===== src/rtl/cpu_isa_pkg.sv =====
`default_nettype none
// ============================================================================
// Module      : cpu_isa_pkg
// Description : Shared ISA definitions: opcode values, the fetch FSM state
//               encoding and the instruction-length decode helper.
// Revision    : 1.0 - initial release
// ============================================================================
package cpu_isa_pkg;

  // Opcode values (instruction word value of the first word)
  localparam int unsigned OP_NOP   = 0;
  localparam int unsigned OP_LDAC  = 7;
  localparam int unsigned OP_STAC  = 11;
  localparam int unsigned OP_MVACR = 15;
  localparam int unsigned OP_MVR   = 17;
  localparam int unsigned OP_ADD   = 19;
  localparam int unsigned OP_ADDM  = 21;
  localparam int unsigned OP_INAC  = 24;
  localparam int unsigned OP_SUB   = 25;
  localparam int unsigned OP_MUL   = 27;
  localparam int unsigned OP_MULM  = 29;
  localparam int unsigned OP_CLAC  = 32;
  localparam int unsigned OP_JUMP  = 33;
  localparam int unsigned OP_JPNZ  = 35;
  localparam int unsigned OP_ENDOP = 40;
  localparam int unsigned OP_LDA   = 45;
  localparam int unsigned OP_LDB   = 51;
  localparam int unsigned OP_LDC   = 57;
  localparam int unsigned OP_MVA   = 59;
  localparam int unsigned OP_MVB   = 60;
  localparam int unsigned OP_MVC   = 61;
  localparam int unsigned OP_MVACC = 62;
  localparam int unsigned OP_STC   = 63;

  // Fetch FSM states
  typedef enum logic [2:0] {
    S_ADDR_OP  = 3'd0,
    S_DATA_OP  = 3'd1,
    S_ADDR_ARG = 3'd2,
    S_DATA_ARG = 3'd3,
    S_PRESENT  = 3'd4,
    S_HALT     = 3'd5
  } fetch_state_e;

  // True for opcodes that carry an operand word; undefined codes are one-word
  function automatic logic is_two_word(input logic [31:0] opcode);
    case (opcode)
      OP_LDAC, OP_STAC, OP_JUMP, OP_JPNZ,
      OP_LDA,  OP_LDB,  OP_LDC,  OP_STC:  is_two_word = 1'b1;
      default:                            is_two_word = 1'b0;
    endcase
  endfunction

endpackage
`default_nettype wire


===== src/rtl/instr_fetch_unit.sv =====
`default_nettype none
// ============================================================================
// Module      : instr_fetch_unit
// Description : Fetches one- and two-word instructions from a one-cycle
//               latency IRAM, presents them over valid/ready, follows jump
//               redirects and stops after ENDOP is accepted.
// Revision    : 1.0 - initial release
// ============================================================================
module instr_fetch_unit
  import cpu_isa_pkg::*;
#(
  parameter int                ADDR_W   = 16,
  parameter int                DATA_W   = 16,
  parameter logic [ADDR_W-1:0] START_PC = '0
) (
  input  logic              clk,
  input  logic              rst_n,
  output logic [ADDR_W-1:0] iram_addr,
  input  logic [DATA_W-1:0] iram_data,
  output logic              instr_valid,
  input  logic              instr_ready,
  output logic [DATA_W-1:0] instr_opcode,
  output logic [DATA_W-1:0] instr_operand,
  output logic              instr_has_operand,
  output logic [ADDR_W-1:0] instr_pc,
  input  logic              redirect,
  input  logic [ADDR_W-1:0] redirect_pc,
  output logic              halted
);

  fetch_state_e      r_state;
  fetch_state_e      w_state_nxt;

  logic [ADDR_W-1:0] r_pc;
  logic [ADDR_W-1:0] r_iram_addr;
  logic [ADDR_W-1:0] r_instr_pc;
  logic [DATA_W-1:0] r_opcode;
  logic [DATA_W-1:0] r_operand;
  logic              r_has_operand;
  logic              r_valid;
  logic              r_halted;

  logic              w_handshake;
  logic              w_is_endop;
  logic              w_data_two_word;
  logic [ADDR_W-1:0] w_pc_plus1;
  logic [ADDR_W-1:0] w_pc_step;
  logic              w_take_redirect;
  logic              w_ld_opcode;
  logic              w_ld_operand;
  logic              w_advance;

  assign w_handshake     = r_valid & instr_ready;
  assign w_is_endop      = (r_opcode == DATA_W'(OP_ENDOP));
  assign w_data_two_word = is_two_word(32'(iram_data));
  // Wraps naturally modulo 2^ADDR_W
  assign w_pc_plus1      = r_pc + ADDR_W'(1);
  assign w_pc_step       = r_pc + (r_has_operand ? ADDR_W'(2) : ADDR_W'(1));

  // State register
  always_ff @(posedge clk or negedge rst_n) begin
    if (!rst_n) begin
      r_state <= S_ADDR_OP;
    end else begin
      r_state <= w_state_nxt;
    end
  end

  // Next-state logic; a redirect overrides everything except HALT
  always_comb begin
    w_state_nxt = r_state;
    if (r_state != S_HALT && redirect) begin
      w_state_nxt = S_ADDR_OP;
    end else begin
      case (r_state)
        S_ADDR_OP:  w_state_nxt = S_DATA_OP;
        S_DATA_OP:  w_state_nxt = w_data_two_word ? S_ADDR_ARG : S_PRESENT;
        S_ADDR_ARG: w_state_nxt = S_DATA_ARG;
        S_DATA_ARG: w_state_nxt = S_PRESENT;
        S_PRESENT: begin
          if (w_handshake) begin
            w_state_nxt = w_is_endop ? S_HALT : S_ADDR_OP;
          end
        end
        S_HALT:     w_state_nxt = S_HALT;
        default:    w_state_nxt = S_ADDR_OP;
      endcase
    end
  end

  // Datapath control decoded from the current state
  always_comb begin
    w_take_redirect = 1'b0;
    w_ld_opcode     = 1'b0;
    w_ld_operand    = 1'b0;
    w_advance       = 1'b0;
    if (r_state != S_HALT && redirect) begin
      w_take_redirect = 1'b1;
    end else begin
      case (r_state)
        S_DATA_OP:  w_ld_opcode  = 1'b1;
        S_DATA_ARG: w_ld_operand = 1'b1;
        // ENDOP leaves PC and IRAM address frozen at the ENDOP word
        S_PRESENT:  w_advance    = w_handshake & ~w_is_endop;
        default:    ;
      endcase
    end
  end

  // PC, IRAM address and instruction registers; valid/halted are registered
  // from the next state so nothing combinational reaches the outputs
  always_ff @(posedge clk or negedge rst_n) begin
    if (!rst_n) begin
      r_pc          <= START_PC;
      r_iram_addr   <= START_PC;
      r_instr_pc    <= '0;
      r_opcode      <= '0;
      r_operand     <= '0;
      r_has_operand <= 1'b0;
      r_valid       <= 1'b0;
      r_halted      <= 1'b0;
    end else begin
      r_valid  <= (w_state_nxt == S_PRESENT);
      r_halted <= (w_state_nxt == S_HALT);
      if (w_take_redirect) begin
        r_pc        <= redirect_pc;
        r_iram_addr <= redirect_pc;
      end else if (w_ld_opcode) begin
        r_opcode      <= iram_data;
        r_instr_pc    <= r_pc;
        r_has_operand <= w_data_two_word;
        if (w_data_two_word) begin
          r_iram_addr <= w_pc_plus1;
        end else begin
          r_operand <= '0;
        end
      end else if (w_ld_operand) begin
        r_operand <= iram_data;
      end else if (w_advance) begin
        r_pc        <= w_pc_step;
        r_iram_addr <= w_pc_step;
      end
    end
  end

  assign iram_addr         = r_iram_addr;
  assign instr_valid       = r_valid;
  assign instr_opcode      = r_opcode;
  assign instr_operand     = r_operand;
  assign instr_has_operand = r_has_operand;
  assign instr_pc          = r_instr_pc;
  assign halted            = r_halted;

endmodule
`default_nettype wire


===== config.mk =====
export PLATFORM = sky130hd
export DESIGN_NAME = instr_fetch_unit
export DESIGN_NICKNAME = d
export VERILOG_FILES = /design/src/rtl/cpu_isa_pkg.sv /design/src/rtl/instr_fetch_unit.sv
export SDC_FILE = /design/constraint.sdc
export NUM_CORES = 1
export LEC_CHECK = 0
export BUFFER_PORTS_ARGS = -buffer_cell sky130_fd_sc_hd__buf_2
export CAP_MARGIN = 20
export CORE_UTILIZATION = 54
export DETAILED_ROUTE_END_ITERATION = 8
export HOLD_SLACK_MARGIN = 0.15
export PLACE_DENSITY = 0.8
export SKIP_CTS_REPAIR_TIMING = 1
export SKIP_LAST_GASP = 1
export SLEW_MARGIN = 15
export SYNTH_ARGS = -nofsm -noshare
export SYNTH_HDL_FRONTEND = slang
export SYNTH_SLANG_ARGS = --single-unit

===== constraint.sdc =====
create_clock -name clk -period 2.9 [get_ports clk]
set_input_delay 0 -clock clk [delete_from_list [all_inputs] [get_ports clk]]
set_output_delay 0 -clock clk [all_outputs]
set_load 0.005 [all_outputs]

After elaboration in Yosys (flattened, before gate mapping) --
Index checks and enable logic that the tools add are counted.
Word-level totals: register bits after elaboration 86, output and inout port bits 67
Cells by class: bitwise operators 4, reduce and logical (&&, ||, !) cells 10, multiplexer cells 24, equal/unequal tests 22, add/subtract/negate cells 2
Operators with widths (count):
- 16-bit two-way mux | 10
- 16-bit by 6-bit == test with 1-bit output, second input constant | 7
- 3-bit one-hot mux with 6 select lines | 1
- 16-bit by 1-bit adder with 16-bit output, second input constant | 1
- 16-bit by 2-bit adder with 16-bit output | 1
- 16-bit by 3-bit == test with 1-bit output, second input constant | 1
- 16-bit by 4-bit == test with 1-bit output, second input constant | 1
- 3-bit == test, second input constant | 4
- 3-bit two-way mux | 4
- 3-bit != test, second input constant | 3
- 3-bit AND reduction | 3
- 1-bit two-way mux | 8
- 8-bit OR reduction | 1
- 3-bit by 2-bit == test with 1-bit output, second input constant | 2
- 2-bit != test, second input constant | 3
- 2-bit nonzero test | 2
- 3-bit by 1-bit == test with 1-bit output, second input constant | 1
- 3-bit logical NOT | 1
- 3-bit nonzero test | 1
- 1-bit bitwise AND | 2
- 2-bit two-way mux | 1
- 1-bit inverter | 2
- 2-bit AND reduction | 1
- 1-bit logical AND | 1

Longest topological paths before layout --
Gate-level depths: netlist of run 1.
depth after elaboration 9, depth in mapped cells 9

Worst setup path before layout of run 1 --
No wires, ideal clock.
kind reg2reg, start point reg r_has_operand (netlist: instr_has_operand), end point reg r_iram_addr[10] (netlist: iram_addr[10]), path slack 0.682 ns, setup time 0.125 ns, arrival time 2.093 ns, stages on the path, launching flop included 10, buffers on the path 0, data required time 2.775 ns, cells stage by stage dfrtp_1 -> inv_1 -> ha_1 -> inv_1 -> fa_1 -> nor2_1 -> nand2_1 -> xor2_1 -> o221ai_1 -> mux2_4
Between the ends: word-level cells in the longest chain between the ends 6
RTL lines:
- start: declaration | RTL line instr_fetch_unit.sv:39 | logic r_has_operand;
- start signal: assignment | RTL line instr_fetch_unit.sv:131 | r_has_operand <= w_data_two_word;
- 2-bit two-way mux | RTL line instr_fetch_unit.sv:58 | assign w_pc_step = r_pc + (r_has_operand ? ADDR_W'(2) : ADDR_W'(1));
- 16-bit by 2-bit adder with 16-bit output | RTL line instr_fetch_unit.sv:58
- 16-bit two-way mux | RTL line instr_fetch_unit.sv:139 | end else if (w_advance) begin
- 16-bit two-way mux | RTL line instr_fetch_unit.sv:137 | end else if (w_ld_operand) begin
- 16-bit two-way mux | RTL line instr_fetch_unit.sv:128 | end else if (w_ld_opcode) begin
- 16-bit two-way mux | RTL line instr_fetch_unit.sv:125 | if (w_take_redirect) begin
- end signal: assignment | RTL line instr_fetch_unit.sv:127 | r_iram_addr <= redirect_pc;
- end signal: assignment | RTL line instr_fetch_unit.sv:133 | r_iram_addr <= w_pc_plus1;
- end signal: assignment | RTL line instr_fetch_unit.sv:141 | r_iram_addr <= w_pc_step;
- end: declaration | RTL line instr_fetch_unit.sv:35 | logic [ADDR_W-1:0] r_iram_addr;
Every way passes these cells. The select of a mux whose other input is x is not followed. A chain may end at the register's enable or synchronous reset.

Worst setup path after layout of run 1 --
start point reg r_has_operand (netlist: instr_has_operand), end point reg r_iram_addr[6] (netlist: iram_addr[6])
The elaborated chain is that of the path after synthesis.

==> out/results.tsv, run 1 <==
stage	metric	value	unit
floorplan	site row count	32	
worst_setup_path	cell count along the critical path	9	
floorplan	Core ar.	7890	µm²
layout	number of filler instances in the final layout	582	
layout	ratio of cells with drive above 1 in the final layout	0.242	
timing	max frequency	395	MHz
yosys	share of synthesized area occupied by flip-flops and latches	0.480	
place	final weighted congestion in routability-driven placement	0.952	
clock_network	Reg clk slew, reported paths	90	ps
layout	net total in the final layout	655	
worst_setup_path	Worst path slowest cell	sky130_fd_sc_hd__fa_1	
timing	unrepaired setup endpoints after global routing	no	
worst_setup_path	largest stage delay on the critical path	460	ps
detailed_routing	total number of vias	4142	
yosys	Synth Register Bits	86	
floorplan	I/O pin total	103	
run	number of maximum-capacitance constraint violations	0	
clock_network	number of CTS-inserted buffers	9	
detailed_routing	Detailed Route Iter0 Violations	467	
floorplan	initial standard-cell utilization of the core	0.568	
detailed_routing	Pre-Repair DR Iteration Count	5	
yosys	Cells after Synth	493	
global_routing	met2 Use GR	0.415	
global_routing	GRT Resource Usage Total	0.283	
worst_setup_path	highest net fanout along the worst path	7	
detailed_routing	total length of routed wires	12400	µm
worst_setup_path	Crit path max-delay family	adder cells	
floorplan	area of the die	8670	µm²
timing	setup total negative slack	0	ps
clock_network	number of clock sinks	86	
layout	final core utilization	0.707	
worst_hold_path	kind of path behind the tightest hold check	input port to asynchronous set/reset pin	
yosys	count of different cell masters after synthesis	48	
worst_setup_path	startpoint kind of the worst setup timing path	flop	
worst_setup_path	critical path cell sequence	inv_1, ha_1, inv_1, fa_1, nor2_1, o21ai_0, o311ai_0, o311ai_0, mux2_4	
timing	Slew HR	0.357	
global_routing	global routing met3 resource utilization	0.0569	
detailed_routing	per-cell via count in the routed design	5.74	
global_routing	GRT busiest layer	met2	
timing	worst hold slack across all endpoints	281	ps
worst_setup_path	signal arrival time at the worst endpoint	2770	ps
yosys	average size of a mapped cell	9.09	µm²
timing	count of endpoints failing setup in the final report	0	
global_routing	largest net degree at the start of global routing	87	
worst_setup_path	FF-to-FF path depth	9	
global_routing	initial antenna violation count	0	
yosys	area share of the leading cell type in the synthesized netlist	0.480	
clock_network	buffer levels on the longest clock path	2	
worst_setup_path	critical path type	flop to flop	
global_routing	gr ovfl total	0	
clock_network	clock tree from TritonCTS	yes	
yosys	Synth async-reset ratio	1.00	
detailed_routing	wire length per cell	17.2	µm
worst_setup_path	number of buffer and inverter stages on the critical path	2	
floorplan	Chip Height	93.1	µm
yosys	main area contributors after synthesis	sky130_fd_sc_hd__dfrtp_1, sky130_fd_sc_hd__nand2_1, sky130_fd_sc_hd__o21ai_0	
global_routing	met1 routing resource usage after global routing	0.410	
clock_network	source-to-sink clock delay at the later pin of the worst-skew pair	350	ps
layout	final std cells w/o fill	722	
layout	antenna cells	0	
place	pre-CTS setup slack	416	ps
detailed_routing	DRC violations left	0	
place	Port Buf Inserts	102	
timing	final critical-path required period	2530	ps
power_and_ir_drop	static power due to leakage	2.83	nW
yosys	Synth Cell Area	4480	µm²
worst_setup_path	endpoint class of the critical path	flop	
global_routing	global-route wire length before repair	19200	µm
worst_setup_path	data required time at the worst endpoint	3140	ps
status	outcome	finished clean	
detailed_routing	count of nets left with antenna violations after detail routing	0	
timing	final hold violation count	0	
clock_network	CTS root buffer	sky130_fd_sc_hd__clkbuf_8	
timing	worst clock skew on the final layout	10.1	ps
global_routing	vias in the first global route	3889	
place	number of cells in the design after placement	672	
yosys	most used flip-flop cell after synthesis	sky130_fd_sc_hd__dfrtp_1	
floorplan	Die Width	93.1	µm
layout	area delta synth->final	24.5	%
yosys	cell taking the most area after synthesis	sky130_fd_sc_hd__dfrtp_1	
power_and_ir_drop	Worst VDD drop	0.000284	V
timing	Max Transition Viols Final	0	
yosys	post-synth net total	533	
power_and_ir_drop	total power divided by cell area	385	nW/µm²
place	half-perimeter wire length after detailed placement	8420	µm
timing	final worst setup slack	370	ps
clock_network	total number of H-tree levels	3	
yosys	number of warnings printed during yosys synthesis	0	
timing	final clock period utilization by the worst path	0.872	
yosys	number of synthesized flops with an enable pin	0	
timing	actual slew at the worst max-slew pin	965	ps
-- routing by layer --
metal | routed length (µm) | vias to the layer above
met4 | 289 | 0
met3 | 965 | 32
met1 | 5480 | 1984
met5 | 0 | -
li1 | - | 1910
met2 | 5680 | 216
-- registers in the layout, indices dropped and copies added, names as in the netlist --
name               cells
instr_opcode          16
instr_operand         16
instr_pc              16
iram_addr             16
r_pc                  16
r_state                3
halted                 1
instr_has_operand      1
instr_valid            1
-- logic make-up (layout without fill, tap and decap cells) --
kind of cell / count (synthesis) / after routing / synth area share
adders and majority gates: 4 / 4 / 0.0128
DFF: 86 / 86 / 0.480
buffers and inverters: 57 / 184 / 0.0536
and+or+nand+nor: 214 / 214 / 0.222
AOI/OAI and AO/OA: 81 / 81 / 0.114
xor gates and xnor gates: 28 / 28 / 0.0547
muxes: 23 / 23 / 0.0636
-- layout make-up --
cell class	count	area, µm²	area share
sequential	86	2150	0.386
multi-input combinational	350	2100	0.376
timing repair buffer	145	925	0.166
clock buffer	11	131	0.0235
tap	102	128	0.0229
inverter	23	86.3	0.0155
clock inverter	5	58.8	0.0105
-- layout by cell type (no fill, tap or decap), types with 13 or more instances in the layout --
| master | synthesis | routed |
|---|---|---|
| sky130_fd_sc_hd__nand3_1 | 16 | 16 |
| sky130_fd_sc_hd__a21oi_1 | 25 | 25 |
| sky130_fd_sc_hd__nand4_1 | 24 | 24 |
| sky130_fd_sc_hd__o21ai_0 | 34 | 34 |
| sky130_fd_sc_hd__xnor2_1 | 13 | 13 |
| sky130_fd_sc_hd__dlygate4sd3_1 | 0 | 34 |
| sky130_fd_sc_hd__nand2_1 | 116 | 116 |
| sky130_fd_sc_hd__dfrtp_1 | 86 | 86 |
| sky130_fd_sc_hd__inv_1 | 23 | 23 |
| sky130_fd_sc_hd__buf_2 | 6 | 101 |
| sky130_fd_sc_hd__xor2_1 | 15 | 15 |
| sky130_fd_sc_hd__nor2_1 | 29 | 29 |
-- report_power, final --
group | internal [mW] | switching (mW)
sequential | 1.20 | 0
combinational | 0.0535 | 0.0596
clock | 0.401 | 0.439
total | 1.65 | 0.499
-- synth_stat cells, drive strengths merged (5+ instances only) --
master,number
a21oi,26
buf,13
clkbuf,21
dfrtp,86
inv,23
mux2,17
mux2i,6
nand2,116
nand3,16
nand4,24
nor2,29
nor3,5
o21ai,34
xnor2,13
xor2,15
-- worst register-to-register path, cell delays in order (launching register included) --
cell and delay [ps]:
sky130_fd_sc_hd__dfrtp_1 410, sky130_fd_sc_hd__inv_1 130, sky130_fd_sc_hd__ha_1 210, sky130_fd_sc_hd__inv_1 60, sky130_fd_sc_hd__fa_1 460, sky130_fd_sc_hd__nor2_1 370, sky130_fd_sc_hd__o21ai_0 140, sky130_fd_sc_hd__o311ai_0 150
sky130_fd_sc_hd__o311ai_0 200, sky130_fd_sc_hd__mux2_4 300
-- path summary, 6_finish.rpt --
| kind | startpoint | endpoint | slack (ps) |
|---|---|---|---|
| max | instr_has_operand$_DFFE_PN0P_ | iram_addr[6]$_DFFE_PN0P_ | 370 |
| min | rst_n | instr_opcode[3]$_DFFE_PN0P_ | 280 |
| max reg2reg | instr_has_operand$_DFFE_PN0P_ | iram_addr[6]$_DFFE_PN0P_ | 370 |
| min reg2reg | instr_pc[10]$_DFFE_PN0P_ | instr_pc[10]$_DFFE_PN0P_ | 480 |
| max in group asynchronous | rst_n | r_pc[9]$_DFFE_PN0P_ | 2110 |
| min in group clk | instr_ready | halted$_DFF_PN0_ | 350 |
-- per-stage QoR --
stage,power (mW),instance area (µm²)
global placement,1.30,5050
global route,2.21,5580
CTS,2.12,5240
detailed placement,1.30,5050
floorplan,1.24,4480
finish,2.15,5580
Power figures use the tool's default switching activity.
==> inputs of run 2 (changes only) <==
- PLACE_DENSITY: 0.8 -> unset
- PLACE_DENSITY_LB_ADDON: unset -> 0.08
- clock period: 2.9 -> 2.8 ns (I/O delays scaled with it)
==> run 2 against run 1 <==
Compared with the run above:
- global-route usage fell by 0.65 points
- clock power is 8.8% higher
- sequential share of layout area shrank 0.11 points
- via count fell by 1.8%
- core utilization grew 0.21 points
- first-iteration DRC count is 28% lower
- non-clock buffer count is the same
- register-to-register slack worse by 90 ps
- critical endpoint unchanged
- highest routed layer unchanged
==> out/results.tsv, run 2 (synthesis results as in run 1) <==
stage	metric	value	unit
status	outcome	finished clean	
detailed_routing	per-cell via count in the routed design	5.63	
timing	Max Transition Viols Final	0	
power_and_ir_drop	switching portion of total power	0.234	
layout	commonest cells after routing, fill and taps aside	sky130_fd_sc_hd__nand2_1, sky130_fd_sc_hd__buf_2, sky130_fd_sc_hd__dfrtp_1, sky130_fd_sc_hd__o21ai_0, sky130_fd_sc_hd__dlygate4sd3_1	
timing	worst clock skew on the final layout	11.1	ps
clock_network	number of clock sinks	86	
power_and_ir_drop	total power divided by cell area	406	nW/µm²
worst_setup_path	Worst R2R End	iram_addr[6]$_DFFE_PN0P_	
layout	antenna cells	0	
layout	area delta synth->final	24.8	%
power_and_ir_drop	Design Power	2.27	mW
worst_setup_path	startpoint kind of the worst setup timing path	flop	
clock_network	buffer levels on the longest clock path	2	
timing	Slew HR	0.309	
worst_setup_path	start point of the critical path	instr_has_operand$_DFFE_PN0P_	
worst_setup_path	critical path type	flop to flop	
timing	actual slew at the worst max-slew pin	1040	ps
worst_setup_path	Worst path slowest cell	sky130_fd_sc_hd__fa_1	
worst_setup_path	signal arrival time at the worst endpoint	2780	ps
floorplan	initial standard-cell utilization of the core	0.568	
timing	final critical-path required period	2520	ps
worst_setup_path	data required time at the worst endpoint	3060	ps
power_and_ir_drop	clock power share	0.402	
global_routing	vias in the first global route	3493	
power_and_ir_drop	share of power burned in registers	0.546	
power_and_ir_drop	Worst VDD drop	0.000295	V
global_routing	global-route wire length before repair	18200	µm
timing	final hold violation count	0	
place	final weighted congestion in routability-driven placement	0.880	
timing	unrepaired setup endpoints after global routing	no	
timing	max frequency	397	MHz
detailed_routing	total length of routed wires	12100	µm
worst_setup_path	R2R Path Start	instr_has_operand$_DFFE_PN0P_	
power_and_ir_drop	Comb pwr share	0.051	
layout	net total in the final layout	655	
timing	setup total negative slack	0	ps
layout	ratio of cells with drive above 1 in the final layout	0.245	
place	Port Buf Inserts	102	
floorplan	area of the die	8670	µm²
global_routing	gr ovfl total	0	
layout	leading cell type in the layout, fill and taps excluded	sky130_fd_sc_hd__nand2_1	
worst_setup_path	highest net fanout along the worst path	7	
worst_setup_path	endpoint class of the critical path	flop	
worst_setup_path	critical path cell sequence	inv_1, ha_1, inv_1, fa_1, nor2_1, o21ai_0, o311ai_0, o311ai_0, mux2_4	
floorplan	I/O pin total	103	
worst_hold_path	kind of path behind the tightest hold check	input port to asynchronous set/reset pin	
clock_network	total number of H-tree levels	3	
clock_network	CTS root buffer	sky130_fd_sc_hd__clkbuf_8	
power_and_ir_drop	Power Internal	1.74	mW
floorplan	Chip Height	93.1	µm
power_and_ir_drop	static power due to leakage	2.85	nW
worst_setup_path	FF-to-FF path depth	9	
place	number of cells in the design after placement	672	
clock_network	source-to-sink clock delay at the later pin of the worst-skew pair	370	ps
detailed_routing	Pre-Repair DR Iteration Count	5	
detailed_routing	total number of vias	4067	
floorplan	site row count	32	
global_routing	GRT Resource Usage Total	0.277	
power_and_ir_drop	switching power summed over all nets	0.532	mW
worst_setup_path	largest stage delay on the critical path	470	ps
detailed_routing	DRC violations left	0	
layout	final std cells w/o fill	722	
timing	final clock period utilization by the worst path	0.899	
global_routing	largest net degree at the start of global routing	87	
place	half-perimeter wire length after detailed placement	8110	µm
timing	count of endpoints failing setup in the final report	0	
detailed_routing	Detailed Route Iter0 Violations	338	
clock_network	Reg clk slew, reported paths	90	ps
clock_network	number of CTS-inserted buffers	9	
floorplan	Die Width	93.1	µm
worst_setup_path	setup slack of the worst register-to-register path	280	ps
floorplan	Core ar.	7890	µm²
detailed_routing	wire length per cell	16.7	µm
detailed_routing	count of nets left with antenna violations after detail routing	0	
run	number of maximum-capacitance constraint violations	0	
clock_network	clock tree from TritonCTS	yes	
global_routing	initial antenna violation count	0	
## run 2: cell type report
cell class,count,area [µm²]
tap,102,128
timing repair buffer,145,925
inverter,23,86.3
clock inverter,6,68.8
clock buffer,10,138
fill,657,2290
multi-input combinational,350,2100
sequential,86,2150
## run 2: worst max-delay path by stage
stage                                            to  slack, ps  cells past startpoint
final                      iram_addr[6]$_DFFE_PN0P_        280                      9
after floorplan           iram_addr[10]$_DFFE_PN0P_        580                      9
after global routing      iram_addr[10]$_DFFE_PN0P_         20                      9
after detailed placement   iram_addr[6]$_DFFE_PN0P_        300                      9
after CTS                 iram_addr[10]$_DFFE_PN0P_        300                      9
after global placement    iram_addr[10]$_DFFE_PN0P_        420                      9
## run 2: power groups by stage
stage                     sequential [mW]  clock, mW  combinational [mW]
after floorplan                      1.27          0              0.0137
after global placement               1.27          0              0.0760
after detailed placement             1.27          0              0.0770
after CTS                            1.24      0.927              0.0775
after global routing                 1.24      0.988               0.127
final                                1.24      0.914               0.116
## run 2: per-layer routing
metal / track usage / routed length [µm]
met5: 0 / 0
met4: 0.115 / 422
met3: 0.0407 / 900
met2: 0.381 / 5100
met1: 0.431 / 5640
## run 2: per-stage QoR
stage	hold WS [ps]	area, µm²	utilization	worst slack [ps]
finish	243	5600	0.710	282
global route	338	5600	0.710	17.2
floorplan	-296	4480	-	582
global placement	226	5050	0.640	421
detailed placement	237	5050	0.640	298
CTS	-147	5250	0.666	296
## run 2: worst max-delay path, delay by kind of cell, from the launching register on
kind	cells	cell delay, ps
flops	1	400
compound gates	3	450
simple gates	1	380
mux	1	290
buf+inv	2	210
fa+ha+maj	2	690
